File: src/rtl/ahb_apb_pkg.sv
`default_nettype none
// ============================================================================
// Module      : ahb_apb_pkg
// Description : Shared types and codes for the AHB-to-APB bridge: bridge
//               state encoding, AHB response codes, APB region base and the
//               AHB transfer size codes.
// Revision    : 1.0 - initial release
// ============================================================================
package ahb_apb_pkg;

   // Bridge sequencing states
   typedef enum logic [2:0] {
      ST_IDLE   = 3'd0,
      ST_SETUP  = 3'd1,
      ST_ACCESS = 3'd2,
      ST_ERR1   = 3'd3,
      ST_ERR2   = 3'd4
   } bridge_state_t;

   // AHB response codes
   localparam logic [1:0]  HRESP_OKAY  = 2'b00;
   localparam logic [1:0]  HRESP_ERROR = 2'b01;

   // Base address of the APB peripheral region
   localparam logic [31:0] APB_BASE    = 32'h4000_0000;

   // AHB hsize encodings
   localparam logic [2:0]  HSIZE_BYTE  = 3'b000;
   localparam logic [2:0]  HSIZE_HALF  = 3'b001;
   localparam logic [2:0]  HSIZE_WORD  = 3'b010;

endpackage
`default_nettype wire

File: src/rtl/apb_strb_gen.sv
`default_nettype none
// ============================================================================
// Module      : apb_strb_gen
// Description : Combinational APB4 byte-strobe generator. Derives pstrb from
//               the AHB transfer size and the low address bits; reads always
//               produce an all-zero strobe.
// Revision    : 1.0 - initial release
// ============================================================================
module apb_strb_gen
   import ahb_apb_pkg::*;
(
   input  logic [2:0] hsize,
   input  logic [1:0] addr,
   input  logic       write,
   output logic [3:0] pstrb
);

   // Lane selection by size; anything word-sized or larger enables all lanes
   always_comb begin
      pstrb = 4'b0000;
      if (write) begin
         case (hsize)
            HSIZE_BYTE: pstrb = 4'b0001 << addr;
            HSIZE_HALF: pstrb = 4'b0011 << {addr[1], 1'b0};
            default:    pstrb = 4'b1111;
         endcase
      end
   end

endmodule
`default_nettype wire

File: src/rtl/ahb2apb_bridge.sv
`default_nettype none
// ============================================================================
// Module      : ahb2apb_bridge
// Description : AHB-Lite slave to APB4 master bridge. Each peripheral owns a
//               2**PSLOT_W byte window selected by haddr[PSLOT_W+3:PSLOT_W].
//               Out-of-range selects and APB slave errors are returned as a
//               two-cycle AHB ERROR response.
// Revision    : 1.0 - initial release
// ============================================================================
module ahb2apb_bridge
   import ahb_apb_pkg::*;
#(
   parameter int NPSEL   = 4,
   parameter int PSLOT_W = 12
)(
   input  logic                  pll_core_cpuclk,
   input  logic                  pad_cpu_rst_b,
   // AHB slave side
   input  logic                  hsel,
   input  logic [31:0]           haddr,
   input  logic [31:0]           hwdata,
   input  logic [2:0]            hsize,
   input  logic [1:0]            htrans,
   input  logic                  hwrite,
   input  logic [2:0]            hburst,
   input  logic [3:0]            hprot,
   output logic [31:0]           hrdata,
   output logic                  hready,
   output logic [1:0]            hresp,
   // APB master side
   output logic [NPSEL-1:0]      psel,
   output logic                  penable,
   output logic [31:0]           paddr,
   output logic                  pwrite,
   output logic [31:0]           pwdata,
   output logic [3:0]            pstrb,
   input  logic [NPSEL*32-1:0]   prdata,
   input  logic [NPSEL-1:0]      pready,
   input  logic [NPSEL-1:0]      pslverr
);

   localparam logic [4:0] c_npsel = 5'(NPSEL);

   bridge_state_t     r_state;
   logic [NPSEL-1:0]  r_psel;
   logic              r_penable;
   logic [31:0]       r_paddr;
   logic              r_pwrite;
   logic [31:0]       r_pwdata;
   logic [3:0]        r_pstrb;
   logic [31:0]       r_hrdata;
   logic              r_hready;
   logic [1:0]        r_hresp;

   logic [3:0]        w_idx;
   logic              w_accept;
   logic              w_slot_ok;
   logic [NPSEL-1:0]  w_psel_dec;
   logic              w_pready;
   logic              w_pslverr;
   logic [31:0]       w_prdata_sel;
   logic [3:0]        w_pstrb;
   logic              w_unused;

   // A new transfer is only taken while the bridge is presenting hready=1
   assign w_idx     = haddr[PSLOT_W+3:PSLOT_W];
   assign w_accept  = hsel & htrans[1] & ((r_state == ST_IDLE) | (r_state == ST_ERR2));
   assign w_slot_ok = ({1'b0, w_idx} < c_npsel);

   // Responses of the currently selected slave; r_psel is one-hot or zero
   assign w_pready  = |(pready  & r_psel);
   assign w_pslverr = |(pslverr & r_psel);

   // One-hot decode of the incoming peripheral index
   always_comb begin
      w_psel_dec = '0;
      for (int i = 0; i < NPSEL; i++) begin
         w_psel_dec[i] = (w_idx == 4'(i));
      end
   end

   // Read data mux driven by the active select
   always_comb begin
      w_prdata_sel = '0;
      for (int i = 0; i < NPSEL; i++) begin
         if (r_psel[i]) begin
            w_prdata_sel = w_prdata_sel | prdata[i*32 +: 32];
         end
      end
   end

   apb_strb_gen u_strb_gen (
      .hsize (hsize),
      .addr  (haddr[1:0]),
      .write (hwrite),
      .pstrb (w_pstrb)
   );

   // Bridge sequencer with registered AHB and APB outputs
   always_ff @(posedge pll_core_cpuclk or negedge pad_cpu_rst_b) begin
      if (!pad_cpu_rst_b) begin
         r_state   <= ST_IDLE;
         r_psel    <= '0;
         r_penable <= 1'b0;
         r_paddr   <= '0;
         r_pwrite  <= 1'b0;
         r_pwdata  <= '0;
         r_pstrb   <= '0;
         r_hrdata  <= '0;
         r_hready  <= 1'b1;
         r_hresp   <= HRESP_OKAY;
      end else begin
         case (r_state)
            ST_IDLE, ST_ERR2: begin
               if (w_accept) begin
                  r_hready <= 1'b0;
                  if (w_slot_ok) begin
                     r_state  <= ST_SETUP;
                     r_psel   <= w_psel_dec;
                     r_paddr  <= {haddr[31:2], 2'b00};
                     r_pwrite <= hwrite;
                     r_pstrb  <= w_pstrb;
                     r_hresp  <= HRESP_OKAY;
                  end else begin
                     r_state  <= ST_ERR1;
                     r_hresp  <= HRESP_ERROR;
                  end
               end else begin
                  r_state  <= ST_IDLE;
                  r_hready <= 1'b1;
                  r_hresp  <= HRESP_OKAY;
               end
            end
            ST_SETUP: begin
               r_pwdata  <= hwdata;
               r_penable <= 1'b1;
               r_state   <= ST_ACCESS;
            end
            ST_ACCESS: begin
               if (w_pready) begin
                  r_psel    <= '0;
                  r_penable <= 1'b0;
                  if (w_pslverr) begin
                     r_state <= ST_ERR1;
                     r_hresp <= HRESP_ERROR;
                  end else begin
                     r_state  <= ST_IDLE;
                     r_hready <= 1'b1;
                     r_hresp  <= HRESP_OKAY;
                     if (!r_pwrite) begin
                        r_hrdata <= w_prdata_sel;
                     end
                  end
               end
            end
            ST_ERR1: begin
               r_state  <= ST_ERR2;
               r_hready <= 1'b1;
               r_hresp  <= HRESP_ERROR;
            end
            default: begin
               r_state   <= ST_IDLE;
               r_psel    <= '0;
               r_penable <= 1'b0;
               r_hready  <= 1'b1;
               r_hresp   <= HRESP_OKAY;
            end
         endcase
      end
   end

   // hwdata only becomes valid in the AHB data phase (the SETUP cycle), so it
   // is passed straight through there and held in r_pwdata for ACCESS.
   assign pwdata  = (r_state == ST_SETUP) ? hwdata : r_pwdata;

   assign psel    = r_psel;
   assign penable = r_penable;
   assign paddr   = r_paddr;
   assign pwrite  = r_pwrite;
   assign pstrb   = r_pstrb;
   assign hrdata  = r_hrdata;
   assign hready  = r_hready;
   assign hresp   = r_hresp;

   // Burst type, protection and the seq/nonseq distinction do not affect APB
   assign w_unused = ^{hburst, hprot, htrans[0]};

endmodule
`default_nettype wire

File: config.mk
export PLATFORM = sky130hd
export DESIGN_NAME = ahb2apb_bridge
export DESIGN_NICKNAME = d
export VERILOG_FILES = /design/src/rtl/ahb_apb_pkg.sv /design/src/rtl/apb_strb_gen.sv /design/src/rtl/ahb2apb_bridge.sv
export SDC_FILE = /design/constraint.sdc
export NUM_CORES = 1
export LEC_CHECK = 0
export CORE_UTILIZATION = 25
export DETAILED_ROUTE_END_ITERATION = 12
export GPL_ROUTABILITY_DRIVEN = 0
export REMOVE_ABC_BUFFERS = 1
export SLEW_MARGIN = 20
export SYNTH_ARGS = -nofsm -noshare
export SYNTH_HDL_FRONTEND = slang
export SYNTH_SLANG_ARGS = --single-unit
File: constraint.sdc
create_clock -name pll_core_cpuclk -period 6.66 [get_ports pll_core_cpuclk]
set_input_delay 1.998 -clock pll_core_cpuclk [delete_from_list [all_inputs] [get_ports pll_core_cpuclk]]
set_output_delay 1.998 -clock pll_core_cpuclk [all_outputs]
set_load 0.05 [all_outputs]
==> results of run 1 <==
==> worst register-to-register path, stage by stage (launching register included) <==
cell	delay (ps)
dfrtp_1	380
buf_4	410
a22o_1	300
a221oi_4	80
nor4_4	230
buf_4	440
mux2_2	420
==> layer usage <==
metal / track usage / part of all wire
met2: 0.2619 / 0.47
met4: 0.05263 / 0.011
met3: 0.04695 / 0.099
met5: 0 / 0
met1: 0.1995 / 0.42
==> synth_stat cells, types with 2 or more instances <==
library cell / count
nand2_1: 130
dfrtp_1: 108
a22oi_1: 66
mux2_2: 63
clkbuf_1: 19
o21ai_0: 8
nor2_1: 6
a21oi_1: 5
buf_2: 5
inv_1: 5
and2_1: 4
buf_4: 4
nand3_1: 4
buf_1: 3
buf_6: 3
a22o_1: 2
nor2b_1: 2
nor3_1: 2
==> stage by stage <==
step           area, sq um  hold WS (ps)    util
2_1_floorplan         4785         523.5       -
3_3_place_gp          8319         453.1  0.4275
3_5_place_dp          8319         455.1  0.4275
4_1_cts               8637         470.4  0.4438
5_1_grt               8637         491.1  0.4438
6_report              8637         463.9  0.4438
==> report_power, final <==
group	switching [W]	internal, W
logic	0.00141	0.000797
registers	0.000127	0.000933
clock network	0.000270	0.000302
==> worst paths after layout <==
check | start | end | slack [ps] | cells past startpoint
worst min register to register | pstrb[2] | pstrb[2] | 460 | 2
max in group asynchronous | pad_cpu_rst_b | hrdata[11] | 3780 | 2
worst min-delay path | pstrb[2] | pstrb[2] | 460 | 2
worst max register to register | psel[2] | hrdata[15] | 4290 | 6
min in group asynchronous | pad_cpu_rst_b | hrdata[17] | 1770 | 1
worst max-delay path | hwdata[5] | pwdata[5] | 1220 | 3
==> state kept, by name, indices dropped and copies added (netlist names) <==
name / count
hrdata: 32
hready: 1
r_state: 3
r_pwdata: 32
psel: 4
paddr: 30
pwrite: 1
hresp: 1
pstrb: 4
penable: 1
==> logic make-up (layout without fill, tap and decap cells) <==
logic type      count (synthesis)  count (layout)  synth area share
compound gates                 90              90            0.1365
buf+inv                        39             343           0.03843
flops                         109             109            0.5515
mux                            64              64            0.1456
other cells                     1               3         0.0007578
simple gates                  152             152            0.1272
==> area by class of cell <==
class	instances	area [sq um]
Multi-Input combinational cell	309	2042
Tap cell	265	331.6
Clock inverter	7	92.59
Timing Repair Buffer	322	3198
Clock buffer	9	225.2
Inverter	5	18.77
Fill cell	1888	10830
Sequential cell	109	2729
==> metrics.md, run 1 <==
| Metric | Value |
|---|---|
| Synth async-reset ratio | `1.000` |
| Final Hold Viols | `0` |
| Mapped cell area | `around 5000 sq um` |
| CTS tree | `built` |
| Peak Freq | `roughly 180 MHz` |
| Most common cell after layout, fill and taps aside | `clkdlybuf4s50_1` |
| Leakage | `roughly 3.8 nW` |
| # diodes | `0` |
| Dpl ws | `1221 ps` |
| Initial antenna violation count | `0` |
| Clock Skew | `roughly 11 ps` |
| Core area | `19460 sq um` |
| Wirelength per Cell | `16.11 um` |
| CP bufs+invs | `2` |
| Worst Tran Pin Value | `935.2 ps` |
| Pwr dens | `approximately 440 nW/um^2` |
| Max cap viols | `0` |
| Sequential share of the synthesized area | `0.5515` |
| GRT overflow | `0` |
| Port buffer count | `313` |
| # Post-CTS Setup Buffers | `0` |
| Family with the most delay on the worst path | `buffers and inverters` |
| Tot Pwr | `0.003835 W` |
| Required time of the critical path | `4660 ps` |
| CP Capture Type | `output pin` |
| Initial core utilization | `0.2543` |
| WL final | `16530 um` |
| Crit start category | `primary input` |
| CP arrival | `3440 ps` |
| Final ANT Viol Nets | `0` |
| CTS sink count | `roughly 110` |
| Vias per cell | `4.411` |
| Setup ws final | `about 1200 ps` |
| Die Span Y | `142.7 um` |
| Vias in the first global route | `4465` |
| # placed instances | `just over 1000` |
| # setup viols final | `0` |
| Slew Limit Fails | `0` |
| Number of synthesized register bits | `between 100 and 150` |
| Pin count of the biggest net entering global routing | `73` |
| First-pass GRT wire length | `24760 um` |
| CTS H-Tree Depth | `3` |
| HPWL Detailed | `between 10000 and 15000 um` |
| Worst Hold Class | `register to register` |
| Crit-path max cell delay | `830 ps` |
| Initial DRC Count | `148` |
| Clock-pin slew on the worst setup and hold paths | `70 ps` |
| Relative slew slack | `0.3765` |
| CTS resizes | `0` |
| Die footprint | `20360 sq um` |
| Leading area contributor after synthesis | `dfrtp_1` |
| Synthesized area per cell | `10.88 sq um` |
| Die width | `142.7 um` |
| Final min period | `roughly 5400 ps` |
| Most frequent cells in the layout | `clkdlybuf4s50_1 (312), nand2_1 (130), dfrtp_1 (108)` |
| CTS Hold Bufs | `0` |
| Unrepaired setup endpoints after global routing | `false` |
| Peak VDD IR | `roughly 0.24 mV` |
| Num CTS Buffers | `9` |
| # IOs | `325` |
| Worst Path Max Fanout | `2` |
| Most common cell on crit path | `clkdlybuf4s50_1` |
| Share of cells above drive strength 1 | `0.1248` |
| Synth warn | `0` |
| Critical-path top delay cell | `clkdlybuf4s50_1` |
| CP Class | `primary input to output pin` |
| Status | `completed` |
| Post-Layout Cell Count | `1026` |
| Critical Path, Cell by Cell | `clkdlybuf4s50_1, mux2_2, clkdlybuf4s50_1` |
| Clk_lat worst skew | `350 ps` |
| Number of flops mapped to enable cells by yosys | `0` |
| Clock tree buffer depth | `2` |
| Tcrit/Tclk final | `0.8163` |
| Dominant synthesized flop cell | `dfrtp_1` |
| Synth top area cells | `dfrtp_1 (55%), mux2_2 (14%), a22oi_1 (10%)` |
| Layout area overhead | `74.54%` |
| # DRC | `0` |
| Synth top area share | `0.5461` |
| CTS root buffer | `clkbuf_16` |
| Site Rows | `51` |
| Total GRT Usage | `0.1593` |
| Distinct cell type count after synthesis | `34` |
| Final #Nets | `about 970` |
| Router iterations before antenna repair | `4` |
| Sum of negative setup slack | `0 ps` |
| Mapped Cells | `455` |
| Via count | `4526` |
Note: power is estimated with default switching activity, not from simulation.
==> run 2: changes to the inputs <==
Clock period 6.66 ns to 5.3 ns, I/O delays scaled along.
==> metrics.md, run 2 (synthesis gave the netlist of run 1 again) <==
| Metric | Value |
|---|---|
| Hold Path Stages | `2` |
| Critical Path, Cell by Cell | `clkdlybuf4s50_1, mux2_2, clkdlybuf4s50_1` |
| Core area | `between 15000 and 20000 sq um` |
| Die width | `142.7 um` |
| CTS sink count | `about 110` |
| Clock tree buffer depth | `2` |
| Most common cell on crit path | `clkdlybuf4s50_1` |
| Site Rows | `51` |
| Peak Freq | `216.9 MHz` |
| Max cap viols | `0` |
| Clock-pin slew on the worst setup and hold paths | `80 ps` |
| HPWL Detailed | `12210 um` |
| Clock Skew | `10.07 ps` |
| Final #Nets | `between 900 and 1000` |
| Worst Tran Pin Value | `737.6 ps` |
| Peak VDD IR | `0.4116 mV` |
| Die footprint | `20360 sq um` |
| Via count | `4510` |
| Hold WS | `474.8 ps` |
| Vias per cell | `between 4 and 5` |
| Final Hold Viols | `0` |
| Min-delay src | `hready` |
| Worst Hold Class | `register to register` |
| Critical-path top delay cell | `clkdlybuf4s50_1` |
| Die Span Y | `142.7 um` |
| CP Class | `primary input to output pin` |
| Crit start category | `primary input` |
| CP arrival | `slightly above 3000 ps` |
| Pwr dens | `554.2 nW/um^2` |
| Wirelength per Cell | `16.23 um` |
| Clk_lat worst skew | `360 ps` |
| # setup viols final | `0` |
| CTS resizes | `0` |
| GRT overflow | `0` |
| Layout area overhead | `74.21%` |
| Tcrit/Tclk final | `0.8700` |
| Vias in the first global route | `between 4000 and 5000` |
| Initial antenna violation count | `0` |
| R2R depth | `6` |
| Fillers | `1883` |
| # IOs | `325` |
| Relative slew slack | `0.5083` |
| CP Capture Type | `output pin` |
| Unrepaired setup endpoints after global routing | `false` |
| Required time of the critical path | `3710 ps` |
| Initial DRC Count | `141` |
| CTS tree | `built` |
| Initial core utilization | `0.2543` |
| Pin count of the biggest net entering global routing | `slightly below 60` |
| CTS Hold Bufs | `0` |
| Router iterations before antenna repair | `4` |
| Most frequent cells in the layout | `clkdlybuf4s50_1 (312), nand2_1 (130), dfrtp_1 (108)` |
| CTS H-Tree Depth | `3` |
| CP Launch Point | `hwdata[4]` |
| Final ANT Viol Nets | `0` |
| Share of cells above drive strength 1 | `0.1260` |
| Total GRT Usage | `0.1624` |
| Worst reg2reg startpoint | `psel[2]` |
| Port buffer count | `313` |
| CTS root buffer | `clkbuf_16` |
| Status | `completed` |
| Slew Limit Fails | `0` |
| Leakage | `3.781 nW` |
| Num CTS Buffers | `9` |
| Most common cell after layout, fill and taps aside | `clkdlybuf4s50_1` |
| Worst Path Max Fanout | `2` |
| Sum of negative setup slack | `0 ps` |
| # Post-CTS Setup Buffers | `0` |
| First-pass GRT wire length | `25030 um` |
| Crit-path max cell delay | `810 ps` |
| # DRC | `0` |
| WL final | `16670 um` |
| Final min period | `4611 ps` |
| # diodes | `0` |
-- run 2: changes by cell type in the layout (fill, tap and decap cells not counted) --
| cell | previous run | this run |
|---|---|---|
| clkinv_4 | 3 | 2 |
| clkinvlp_4 | 0 | 2 |
| buf_4 | 10 | 11 |
| bufinv_16 | 1 | 0 |
-- run 2: routing by layer --
metal	vias to the layer above	part of all wire	GRT usage
li1	2193	-	-
met1	2113	0.43	0.2006
met2	193	0.47	0.2727
met3	11	0.090	0.04628
met4	0	0.011	0.05093
met5	-	0	0
-- run 2: worst max-delay path, delay by kind of cell --
family | cells | cell delay (ps)
mux | 1 | 150
buf+inv | 2 | 1270
-- run 2: worst paths after layout --
kind | end | slack, ps
min in group asynchronous | hrdata[26] | 1280
max reg2reg | hrdata[20] | 2950
min reg2reg | hready | 470
min | hready | 470
max | pwdata[4] | 690
max in group asynchronous | hrdata[22] | 3090
-- run 2: report_power, final --
| part | leakage [nW] | internal (W) | switching, W | total (W) |
|---|---|---|---|---|
| sequential | 1.41 | 0.00117 | 0.000159 | 0.00133 |
| clock | 0.137 | 0.000330 | 0.000346 | 0.000676 |
| combinational | 2.24 | 0.00100 | 0.00177 | 0.00277 |
| total | 3.78 | 0.00250 | 0.00227 | 0.00478 |
-- run 2: final cells by class --
class / instances / area, sq um / share of cell area
Clock buffer: 9 / 225.2 / 0.02612
Clock inverter: 7 / 68.82 / 0.007983
Inverter: 5 / 18.77 / 0.002177
Multi-Input combinational cell: 309 / 2042 / 0.2369
Sequential cell: 109 / 2729 / 0.3165
Tap cell: 265 / 331.6 / 0.03846
Timing Repair Buffer: 323 / 3206 / 0.3718
-- run 2: through the flow --
step           cells  total power, W  worst slack (ps)  utilization  cell area (sq um)
2_1_floorplan    423        0.003092             281.6            -               4785
3_3_place_gp    1011        0.004124             673.6       0.4278               8327
3_5_place_dp    1011        0.004139             680.6       0.4278               8327
4_1_cts         1027        0.004844             667.6       0.4429               8621
5_1_grt         1027        0.005021             622.3       0.4429               8621
6_report        1027        0.004777             689.2       0.4429               8621
